$ cat config.mk
export PLATFORM = sky130hd
export DESIGN_NAME = k2red_arb
export DESIGN_NICKNAME = d
export VERILOG_FILES = /design/src/rtl/k2red_arb.sv
export SDC_FILE = /design/constraint.sdc
export NUM_CORES = 1
export LEC_CHECK = 0
export ABC_AREA = 1
export CAP_MARGIN = 10
export CELL_PAD_IN_SITES_DETAIL_PLACEMENT = 0
export CELL_PAD_IN_SITES_GLOBAL_PLACEMENT = 1
export CORE_UTILIZATION = 43
export DETAILED_ROUTE_END_ITERATION = 6
export PLACE_DENSITY_LB_ADDON = 0.1
export SETUP_SLACK_MARGIN = 0.05
export SYNTH_ARGS = -nofsm -noshare
export SYNTH_HDL_FRONTEND = slang
export SYNTH_SLANG_ARGS = --single-unit
$ cat constraint.sdc
create_clock -name clk -period 6.1 [get_ports clk]
set_input_delay 0.915 -clock clk [delete_from_list [all_inputs] [get_ports clk]]
set_output_delay 0.915 -clock clk [all_outputs]
set_load 0.02 [all_outputs]
$ cat src/rtl/k2red_arb.sv
// Round-robin arbiter that shares one fixed-latency K2RED reducer among NREQ requesters.
// Responses are tagged with the requester ID and returned in issue order through a credit-guarded FIFO.
module k2red_arb #(
  parameter int unsigned NREQ   = 4,
  parameter int unsigned WID    = 24,
  parameter int unsigned WID2   = 12,
  parameter int unsigned LAT    = 5,
  parameter int unsigned FDEPTH = 8,
  parameter int unsigned IDW    = (NREQ > 1) ? $clog2(NREQ) : 1
) (
  input  logic                 clk,
  input  logic                 rst,
  input  logic [NREQ-1:0]      req_valid,
  input  logic [NREQ*WID-1:0]  req_data,
  output logic [NREQ-1:0]      req_ready,
  output logic [WID-1:0]       red_c,
  input  logic [WID2-1:0]      red_cred,
  output logic                 rsp_valid,
  input  logic                 rsp_ready,
  output logic [WID2-1:0]      rsp_data,
  output logic [IDW-1:0]       rsp_id,
  output logic                 busy
);

  localparam int unsigned PW = (FDEPTH > 1) ? $clog2(FDEPTH) : 1;
  localparam int unsigned CW = $clog2(FDEPTH + 1);

  logic [IDW-1:0]  ptr_q, ptr_d, gnt_id, scan_idx;
  logic            gnt_found, can_issue, issue, push, pop;
  logic [CW-1:0]   outst_q, outst_d, fcnt_q, fcnt_d;
  logic [PW-1:0]   wptr_q, rptr_q;
  logic [LAT:0]    pv_q;
  logic [IDW-1:0]  pid_q [LAT+1];
  logic [WID-1:0]  opnd [NREQ];
  logic [WID2-1:0] mem_data_q [FDEPTH];
  logic [IDW-1:0]  mem_id_q [FDEPTH];

  always_comb begin
    for (int i = 0; i < int'(NREQ); i++) begin
      opnd[i] = req_data[i*WID +: WID];
    end
  end

  // Outstanding covers in-flight operands plus FIFO entries, so the FIFO can never overflow.
  assign can_issue = outst_q < CW'(FDEPTH);

  always_comb begin
    gnt_found = 1'b0;
    gnt_id    = '0;
    scan_idx  = '0;
    for (int k = 0; k < int'(NREQ); k++) begin
      scan_idx = IDW'((int'(ptr_q) + k) % int'(NREQ));
      if (!gnt_found && req_valid[scan_idx]) begin
        gnt_found = 1'b1;
        gnt_id    = scan_idx;
      end
    end
  end

  // Gated by rst so the grant output is quiet while reset is held.
  assign issue     = gnt_found & can_issue & rst;
  assign req_ready = issue ? (NREQ'(1) << gnt_id) : '0;

  always_comb begin
    ptr_d = ptr_q;
    if (issue) begin
      ptr_d = (gnt_id == IDW'(NREQ - 1)) ? '0 : gnt_id + IDW'(1);
    end
  end

  assign push      = pv_q[LAT];
  assign rsp_valid = fcnt_q != '0;
  assign pop       = rsp_valid & rsp_ready;
  assign rsp_data  = rsp_valid ? mem_data_q[rptr_q] : '0;
  assign rsp_id    = rsp_valid ? mem_id_q[rptr_q] : '0;
  assign busy      = outst_q != '0;
  assign outst_d   = outst_q + CW'(issue) - CW'(pop);
  assign fcnt_d    = fcnt_q + CW'(push) - CW'(pop);

  always_ff @(posedge clk or negedge rst) begin
    if (!rst) begin
      ptr_q   <= '0;
      red_c   <= '0;
      pv_q    <= '0;
      outst_q <= '0;
      fcnt_q  <= '0;
      wptr_q  <= '0;
      rptr_q  <= '0;
      for (int k = 0; k <= int'(LAT); k++) begin
        pid_q[k] <= '0;
      end
    end else begin
      ptr_q    <= ptr_d;
      red_c    <= issue ? opnd[gnt_id] : '0;
      pv_q[0]  <= issue;
      pid_q[0] <= gnt_id;
      for (int k = 1; k <= int'(LAT); k++) begin
        pv_q[k]  <= pv_q[k-1];
        pid_q[k] <= pid_q[k-1];
      end
      outst_q <= outst_d;
      fcnt_q  <= fcnt_d;
      if (push) begin
        wptr_q <= (wptr_q == PW'(FDEPTH - 1)) ? '0 : wptr_q + PW'(1);
      end
      if (pop) begin
        rptr_q <= (rptr_q == PW'(FDEPTH - 1)) ? '0 : rptr_q + PW'(1);
      end
    end
  end

  // Storage needs no reset; occupancy is tracked by fcnt_q.
  always_ff @(posedge clk) begin
    if (push) begin
      mem_data_q[wptr_q] <= red_cred;
      mem_id_q[wptr_q]   <= pid_q[LAT];
    end
  end

endmodule

; ---- Word level (Yosys, flattened, before mapping)
; Memory sizes are Yosys's and may differ from the RTL's.
; Index checks and enable logic that the tools add are counted.
; Widths: inputs -> output; s select.
[word_totals]
inputBits = 115
ramBits = 112
wordCells = 75
regBits = 58
mem_count = 2
output_inout_bits = 44
[classes]
magnitude_cmp = 6
bitwise_logic = 4
eq_ne = 3
n_mux = 28
n_shift = 1
n_reduce_logical = 8
n_addsub = 10
[mem_list]
columns = memory, words, word_bits, rd, rd_clocked_by_memory_dff, write_ports, line_no
row1 = mem_data_q, 8, 12, 1, 0, 1, 35  ; logic [WID2-1:0] mem_data_q [FDEPTH];
row2 = mem_id_q, 8, 2, 1, 0, 1, 36  ; logic [IDW-1:0] mem_id_q [FDEPTH];
[ops]
columns = op, n
row1 = $mux 24, 3
row2 = $bmux 24 s2, 1
row3 = $lt 2x3->1 const B, 4
row4 = $mux 12, 1
row5 = $mux 2, 6
row6 = $mux 1, 10
row7 = $add 4x1->4, 2
row8 = $bmux 1 s2, 4
row9 = $reduce_bool 4->1, 2
row10 = $sub 4x1->4, 2
row11 = $add 3x1->3 const B, 2
row12 = $eq 3x3->1 const B, 2
row13 = $mux 3, 2
row14 = $add 2x1->2 const B, 2
row15 = $add 2x2->2 const B, 2
row16 = $lt 4x4->1 const B, 1
row17 = $mux 4, 1
row18 = $shl 1x2->4 const A, 1
row19 = $and 1x1->1, 3
row20 = $ge 3x3->1 const B, 1
row21 = $logic_and 1x1->1, 3
row22 = $logic_not 1->1, 3
row23 = $not 2->3, 1
row24 = $eq 2x2->1 const B, 1

; ---- Logic depth before layout (Yosys ltp)
; Gate-level depths: netlist of the first run.
[logic_depth]
ltp_word = 17
ltp_mapped = 15
depth_no_buf = 13

; ---- Worst setup path before layout of the first run
; Ideal clock, no wire load.
[synth_timing]
kind = input port to output port
from = input port req_valid[3]
to = output port req_ready[2]
arrival_time_ps = 2264
t_required_ps = 5185
n_path_buf = 1
stages = 13
slack_ps = 2921
path_cell_list = inv_1 nand2_1 nand3_2 nand2_2 nor2_4 nand3_1 nand3_2 nand2_4 clkinv_2 buf_4 ha_1 inv_1 nor2_1
[synth_between]
word_cells_on_any_way = 26
classes_between = 1 x shift / 17 x mux / 2 x bitwise / 6 x reduce/logical
[synth_lines]
columns = element, line_no
row1 = from (decl), 13  ; input logic [NREQ-1:0] req_valid,
row2 = $bmux 1 s2, 53  ; if (!gnt_found && req_valid[scan_idx]) begin
row3 = $mux 1 (not written as such), 53
row4 = $mux 1, 53
row5 = $logic_not 1->1, 53
row6 = $logic_and 1x1->1, 53
row7 = $mux 1, 53
row8 = $logic_not 1->1, 53
row9 = $logic_and 1x1->1, 53
row10 = $mux 1, 53
row11 = $logic_not 1->1, 53
row12 = $logic_and 1x1->1, 53
row13 = $mux 2 *, 53
row14 = net gnt_id[1], 28  ; logic [IDW-1:0] ptr_q, ptr_d, gnt_id, scan_idx;
row15 = $shl 1x2->4 *, 62  ; assign req_ready = issue ? (NREQ'(1) << gnt_id) : '0;
row16 = $mux 4 *, 62
row17 = to (decl), 15  ; output logic [NREQ-1:0] req_ready,
; The timed path passes the listed nets; every way through them passes the cells marked *. The select of a mux whose other input is x is not followed.

; ---- Worst setup path in the final report of the first run
[layout_timing]
from = input port req_valid[3]
to = output port req_ready[3]
[layout_between]
elab_chain_len = 15
word_cells_on_any_way = 26
classes_between = 1 x shift / 17 x mux / 2 x bitwise / 6 x reduce/logical
[layout_lines]
columns = element, line_no
row1 = $bmux 1 s2, 53
row2 = $mux 1 (not written as such), 53
row3 = $mux 1, 53
row4 = $logic_not 1->1, 53
row5 = $logic_and 1x1->1, 53
row6 = $mux 1, 53
row7 = $logic_not 1->1, 53
row8 = $logic_and 1x1->1, 53
row9 = $mux 1, 53
row10 = $logic_not 1->1, 53
row11 = $logic_and 1x1->1, 53
row12 = $mux 1, 53
row13 = $and 1x1->1 (2 in series), 61  ; assign issue = gnt_found & can_issue & rst;
row14 = $mux 4 *, 62
; Mark *: on every way between the ends. The rest lies on a longest branch, timed or not. The select of a mux whose other input is x is not followed.

==> run summary, run 1 <==
Status - finished clean
Arr. time, crit path - 3.69 ns
Final Hold Vio Count - 0
Yosys top cell by area - edfxtp_1
Clk_skew - 0.00676 ns
Vias in the first global route - 6039
Cts bufs inserted - 17
Final Net Count - 1077
Register bit count reported by yosys - 170
Initial antenna violation count - 0
Largest fanout on the critical path - 27
RSZ-0062 raised after global routing - false
Rows - 49
Die area - 18800 µm²
I/O pins - 159
Netlist cell types - 28
Critical-path cell with the highest stage delay - clkdlybuf4s50_1
Clock sinks - 170
Fmax achieved - 217 MHz
DR iter-0 viols - 253
Share of the synthesized area in the top cell type - 42.8%
Core Util, Final - 56.8%
PostCTS Resize Cnt - 0
TNS Setup - 0 ns
Worst Path Required - 5.18 ns
Synth warn - 0
Max-Cap Viols - 0
Largest cells by area after synthesis - edfxtp_1 43%, dfrtp_1 18%, nand2_1 6.9%, nand3_1 5.3%, o21ai_0 4.8%
Lkg Pwr - 4.25 nW
ANT nets after route - 0
GR Util All Layers - 21.1%
Critical Path Sink Type - primary output
Filler instances - 1523
ANT cells - 0
Synth async-reset ratio - 34.1%
Worst path bufs/invs - 5
Post-synth EDFFs - 112
Drt pass-1 iters - 5
Post-CTS Setup Bufs - 0
Die width - 137 µm
Core Box Area - 17900 µm²
Cells after DPL - 1152
HP Class - register to register
Layout cell share with drive strength beyond 1 - 6.49%
Largest net degree at the start of global routing - 60
Minimum clock period - 4.60 ns
Crit path kind - input pin to primary output
Post-synth net total - 934
Slew Limit Fails - 0
PD cells - 520 nW/µm²
GRT Residual Overflow - 0
Final std cells w/o fill - 1184
Avg Vias per Cell - 5.05
Mapped Avg Cell Area - 9.83 µm²
CP max stage delay - 0.55 ns
Most used DFF post-synth - edfxtp_1
Synth Cell Area - 7850 µm²
Final period utilization - 75.4%
Rel. slew slack - 27.2%
# DRC - 0
H-tree levels - 4
Hold Slack - 0.347 ns
Slew @ Worst Pin - 1.09 ns
Port buffer count - 158
Routed WL per cell - 16.1 µm
Reg clk slew, reported paths - 0.06 ns
Area grow syn2layout - 29.4%
Initial Utilization - 43.9%
CP top delay family - buffers and inverters
CTS Root Cell - clkbuf_16
Sequential fraction of the synthesis area - 61.3%
CTS tree - done
Cell Chain, Critical Path - clkdlybuf4s50_1, inv_1, nand2_1, nand3_2, nand2_2, nor2_4, nand4_1, nand2_4, clkinv_2, ha_1, inv_1, nor2_1, clkdlybuf4s50_1
Synth Instances - 799
Final GP Congestion - 0.822
CTS max path bufs - 2
Final wirelength - 19000 µm
Peak supply drop - 0.294 mV
First-pass GRT wire length - 29700 µm
Via Count - 5982
Type of origin of the critical path - input pin
Setup violations, final - 0
DP HPWL - 12500 µm
Hold buffers post-CTS - 0
DIE HEIGHT - 137 µm
Clock insertion delay at the later pin of the skew report - 0.41 ns
-- cell families (layout without fill, tap and decap cells) --
kind of cell	Yosys count	in the layout	share of synthesized area (%)
and+or+nand+nor	340	340	18.4
DFF	170	170	61.3
AOI/OAI and AO/OA	134	134	9.02
buffers and inverters	131	287	7.44
adders and majority gates	20	20	3.38
xor gates and xnor gates	4	4	0.446
-- sequential cells by signal, summed over array words and instances (netlist names) --
signal      count
wptr_q          3
pid_q          12
outst_q         4
rptr_q          3
mem_id_q       16
mem_data_q     96
red_c          24
pv_q            6
ptr_q           2
fcnt_q          4
-- synthesized netlist by cell type (7+ instances only) --
master	number
inv_1	81
o22ai_1	14
a31oi_1	14
o21ai_0	76
nor2_1	98
buf_2	7
buf_6	7
dfrtp_1	58
edfxtp_1	112
clkbuf_1	24
nand3_1	83
nand2_1	144
buf_4	8
ha_1	18
a21oi_1	26
-- per-stage QoR --
step	power, mW	area, µm²	worst slack, ns
detailed placement	4.24	9550	1.48
global placement	4.18	9550	1.56
global route	5.69	10200	1.26
finish	5.28	10200	1.50
CTS	5.34	10200	1.47
floorplan	3.50	7850	2.92
-- final timing paths --
kind                                            from                   end  slack (ns)  cells past startpoint
worst max-delay path                    req_valid[3]          req_ready[3]        1.50                     13
worst min-delay path              pid_q[3]$_DFF_PN0_    pid_q[1]$_DFF_PN0_        0.35                      0
worst max register to register  ptr_q[0]$_DFFE_PN0P_  outst_q[1]$_DFF_PN0_        2.95                     14
worst min register to register    pid_q[3]$_DFF_PN0_    pid_q[1]$_DFF_PN0_        0.35                      0
max in group asynchronous                        rst   red_c[14]$_DFF_PN0_        4.95                      2
min in group asynchronous                        rst  ptr_q[1]$_DFFE_PN0P_        0.64                      2
-- worst reg2reg max path, delay by kind of cell, from the launching register on --
family | cells | cell delay (ns)
adder cells (fa/ha/maj) | 2 | 0.68
buffers and inverters | 7 | 1.25
flip-flops | 1 | 0.56
AND/OR/NAND/NOR | 5 | 0.54
-- final cells by class --
cell class | instances | area (µm²) | share of cell area, %
repair buffers | 170 | 1670 | 16.4
flip-flops and latches | 170 | 4810 | 47.4
well taps | 229 | 287 | 2.82
multi-input cells | 498 | 2460 | 24.2
inverters | 85 | 320 | 3.15
clock buffers | 26 | 532 | 5.23
clock inverters | 6 | 81.3 | 0.800
-- report_power, final --
group / switching [mW] / internal, mW
Sequential: 0.0954 / 1.48
Clock: 0.404 / 0.683
Combinational: 1.70 / 0.930
-- per-layer routing --
layer / wire length (µm) / share of wire (%) / track usage (%) / up-vias
li1: - / - / - / 2953
met1: 7870 / 41 / 24.7 / 2848
met2: 9870 / 52 / 37.5 / 161
met3: 1060 / 5.6 / 5.44 / 20
met4: 231 / 1.2 / 6.72 / 0
met5: 0 / 0 / 0 / -
-- cell usage in the layout, fill, tap and decap left out, types with 4 or more instances in the layout --
cell / count
o22ai_1: 14
dfrtp_1: 58
nand2_1: 144
edfxtp_1: 112
clkbuf_1: 4
clkdlybuf4s50_1: 157
nor2_2: 4
a21oi_1: 26
o21ai_0: 76
inv_1: 81
nand3_1: 83
ha_1: 18
nand2_2: 6
a31oi_1: 14
nor2_1: 94
buf_4: 12
clkbuf_16: 19
nand3_2: 5
Power figures use the tool's default switching activity.
==> run 2, diff against run 1 <==
--- a/config.mk
+++ b/config.mk
@@ -9,7 +9,7 @@
 export CAP_MARGIN = 10
 export CELL_PAD_IN_SITES_DETAIL_PLACEMENT = 0
 export CELL_PAD_IN_SITES_GLOBAL_PLACEMENT = 1
-export CORE_UTILIZATION = 43
+export CORE_UTILIZATION = 36
 export DETAILED_ROUTE_END_ITERATION = 6
 export PLACE_DENSITY_LB_ADDON = 0.1
 export SETUP_SLACK_MARGIN = 0.05
==> constraint.sdc (replaced) <==
create_clock -name clk -period 4.1 [get_ports clk]
set_input_delay 0.615 -clock clk [delete_from_list [all_inputs] [get_ports clk]]
set_output_delay 0.615 -clock clk [all_outputs]
set_load 0.02 [all_outputs]
==> run summary, run 2 (same netlist as run 1, synthesis figures left out) <==
HP Class - register to register (unchanged)
GRT Residual Overflow - 0 (unchanged)
Crit path kind - register to primary output (was input pin to primary output)
Core Box Area - 21200 µm² (was 17900 µm²)
Final period utilization - 91.3%
I/O pins - 159 (unchanged)
Final Hold Vio Count - 0 (unchanged)
Layout cell share with drive strength beyond 1 - 7.43% (was 6.49%)
H-tree levels - 4 (unchanged)
Setup violations, final - 0 (unchanged)
CTS tree - done (unchanged)
Combinational Power Share - 50.3% (was 49.7%)
Slew Limit Fails - 0 (unchanged)
Biggest register - mem_data_q (unchanged)
Final Net Count - 1077 (unchanged)
Pre-CTS setup slack - 0.507 ns (was 1.48 ns)
CP max stage delay - 0.62 ns (was 0.55 ns)
Rows - 53 (was 49)
Type of origin of the critical path - register (was input pin)
Worst path bufs/invs - 4 (was 5)
Critical-path cell with the highest stage delay - clkdlybuf4s50_1 (unchanged)
P_int - 4.52 mW (was 3.09 mW)
Slew @ Worst Pin - 1.07 ns (was 1.09 ns)
Via Count - 5961 (was 5982)
ANT cells - 0 (unchanged)
Switch share - 42.7% (was 41.5%)
Largest net degree at the start of global routing - 59 (was 60)
Drt pass-1 iters - 4 (was 5)
RSZ-0062 raised after global routing - false (unchanged)
Port buffer count - 158 (unchanged)
Final worst setup slack - 0.357 ns (was 1.50 ns)
Max FFs per register - 96 (unchanged)
Reg clk slew, reported paths - 0.06 ns (about the same)
DIE HEIGHT - 150 µm (was 137 µm)
Initial Utilization - 37.0% (was 43.9%)
Status - finished clean (unchanged)
Vias in the first global route - 6159 (was 6039)
Die area - 22400 µm² (was 18800 µm²)
Cts bufs inserted - 17 (unchanged)
Worst Path Required - 3.48 ns (was 5.18 ns)
Post-CTS Setup Bufs - 0 (unchanged)
P_sw - 3.37 mW (was 2.19 mW)
Most frequent cells in the layout - 157 x clkdlybuf4s50_1, 144 x nand2_1, 112 x edfxtp_1, 90 x nor2_1, 83 x nand3_1 (was 157 x clkdlybuf4s50_1, 144 x nand2_1, 112 x edfxtp_1, 94 x nor2_1, 83 x nand3_1)
Largest registers - mem_data_q x96, red_c x24, mem_id_q x16 (unchanged)
Final GP Congestion - 0.830 (was 0.822)
Area grow syn2layout - 30.0% (was 29.4%)
GR Util All Layers - 18.9% (was 21.1%)
Initial antenna violation count - 0 (unchanged)
Final wirelength - 19900 µm (was 19000 µm)
CP top delay family - simple AND/OR/NAND/NOR gates (was buffers and inverters)
Critical path's most frequent cell - nand2_1
Hold buffers post-CTS - 0 (unchanged)
DR iter-0 viols - 349 (was 253)
Rel. slew slack - 28.8% (was 27.2%)
ANT nets after route - 0 (unchanged)
Largest fanout on the critical path - 27 (unchanged)
Peak supply drop - 0.629 mV (was 0.294 mV)
Avg Vias per Cell - 4.85 (was 5.05)
Minimum clock period - 3.74 ns
Die width - 150 µm (was 137 µm)
Fmax achieved - 267 MHz
First-pass GRT wire length - 32000 µm (was 29700 µm)
Clock insertion delay at the later pin of the skew report - 0.43 ns (was 0.41 ns)
PostCTS Resize Cnt - 0 (unchanged)
Cell Chain, Critical Path - inv_2, nand2_1, nand2_1, nand2_1, nand2_2, nor2_4, nand3_1, nand3_2, nand2_4, clkinv_2, ha_1, inv_1, nor2_1, clkdlybuf4s50_1 (was clkdlybuf4s50_1, inv_1, nand2_1, nand3_2, nand2_2, nor2_4, nand4_1, nand2_4, clkinv_2, ha_1, inv_1, nor2_1, clkdlybuf4s50_1)
Routed WL per cell - 16.2 µm (was 16.1 µm)
Max-Cap Viols - 0 (unchanged)
Clk_skew - 0.00934 ns (was 0.00676 ns)
Clock sinks - 170 (unchanged)
Arr. time, crit path - 3.13 ns (was 3.69 ns)
Critical Path Sink Type - primary output (unchanged)
Most common cell after layout, fill and taps aside - clkdlybuf4s50_1 (unchanged)
DP HPWL - 13000 µm (was 12500 µm)
PD cells - 773 nW/µm² (was 520 nW/µm²)
Lkg Pwr - 4.23 nW (was 4.25 nW)
TNS Setup - 0 ns (unchanged)
CTS Root Cell - clkbuf_16 (unchanged)
# DRC - 0 (unchanged)
Sequential group share of total power - 29.6% (was 29.8%)
CTS max path bufs - 2 (unchanged)
Clk pwr share - 20.1% (was 20.6%)
run 2: cell types whose count changed in the layout (fill, tap and decap cells not counted):
cell | before | now
clkbuf_16 | 19 | 17
clkinv_1 | 1 | 0
clkinv_4 | 0 | 3
clkbuf_1 | 4 | 0
nor2_2 | 4 | 8
clkbuf_8 | 3 | 0
clkinvlp_4 | 1 | 2
inv_6 | 0 | 6
nor2_1 | 94 | 90
run 2: layout make-up:
class / count / area [µm²]
Clock buffer: 17 / 425
Clock inverter: 15 / 164
Fill cell: 1961 / 11000
Inverter: 85 / 320
Multi-Input combinational cell: 498 / 2470
Sequential cell: 170 / 4810
Tap cell: 275 / 344
Timing Repair Buffer: 170 / 1670
run 2: worst register-to-register path, stage by stage (launching register included):
cell and delay [ns]:
dfrtp_1 0.58, inv_2 0.18, nand2_1 0.10, nand2_1 0.11, nand2_1 0.11, nand2_2 0.06
nor2_4 0.12, nand3_2 0.11, nand3_1 0.18, buf_4 0.33, inv_1 0.17, ha_1 0.24
inv_1 0.07, fa_1 0.40, inv_1 0.06
run 2: power groups by stage:
stage                     Combinational [mW]  Clock, mW  Sequential (mW)
after detailed placement                4.01          0             2.37
after CTS                               4.03       1.62             2.34
after global placement                  3.96          0             2.36
after floorplan                         2.82          0             2.39
after global routing                    4.49       1.69             2.38
final                                   3.97       1.58             2.34
run 2: through the flow:
step	cells	hold slack [ns]	total power, mW	cell area [µm²]	utilization, %
final	1230	0.348	7.89	10200	48.1
after global routing	1230	0.352	8.56	10200	48.1
after CTS	1230	0.349	8.00	10200	48.1
after detailed placement	1198	0.335	6.39	9620	45.3
after global placement	1198	0.332	6.33	9620	45.3
after floorplan	799	0.319	5.21	7850	-
run 2: path summary, 6_finish.rpt:
| path | end | slack (ns) | cells past startpoint | from |
|---|---|---|---|---|
| min | pid_q[0]$_DFF_PN0_ | 0.35 | 0 | pid_q[2]$_DFF_PN0_ |
| max | req_ready[3] | 0.36 | 14 | ptr_q[0]$_DFFE_PN0P_ |
| max in group asynchronous | rptr_q[1]$_DFFE_PN0P_ | 3.21 | 2 | rst |
| min reg2reg | pid_q[0]$_DFF_PN0_ | 0.35 | 0 | pid_q[2]$_DFF_PN0_ |
| min in group asynchronous | ptr_q[1]$_DFFE_PN0P_ | 0.37 | 2 | rst |
| max reg2reg | outst_q[1]$_DFF_PN0_ | 1.23 | 14 | ptr_q[0]$_DFFE_PN0P_ |
run 2: per-layer routing:
layer | wire length, µm | global-route usage, % | up-vias
met2 | 9820 | 31.6 | 178
met3 | 1510 | 6.46 | 25
li1 | - | - | 2959
met4 | 309 | 6.16 | 0
met1 | 8290 | 22.8 | 2799
met5 | 0 | 0 | -
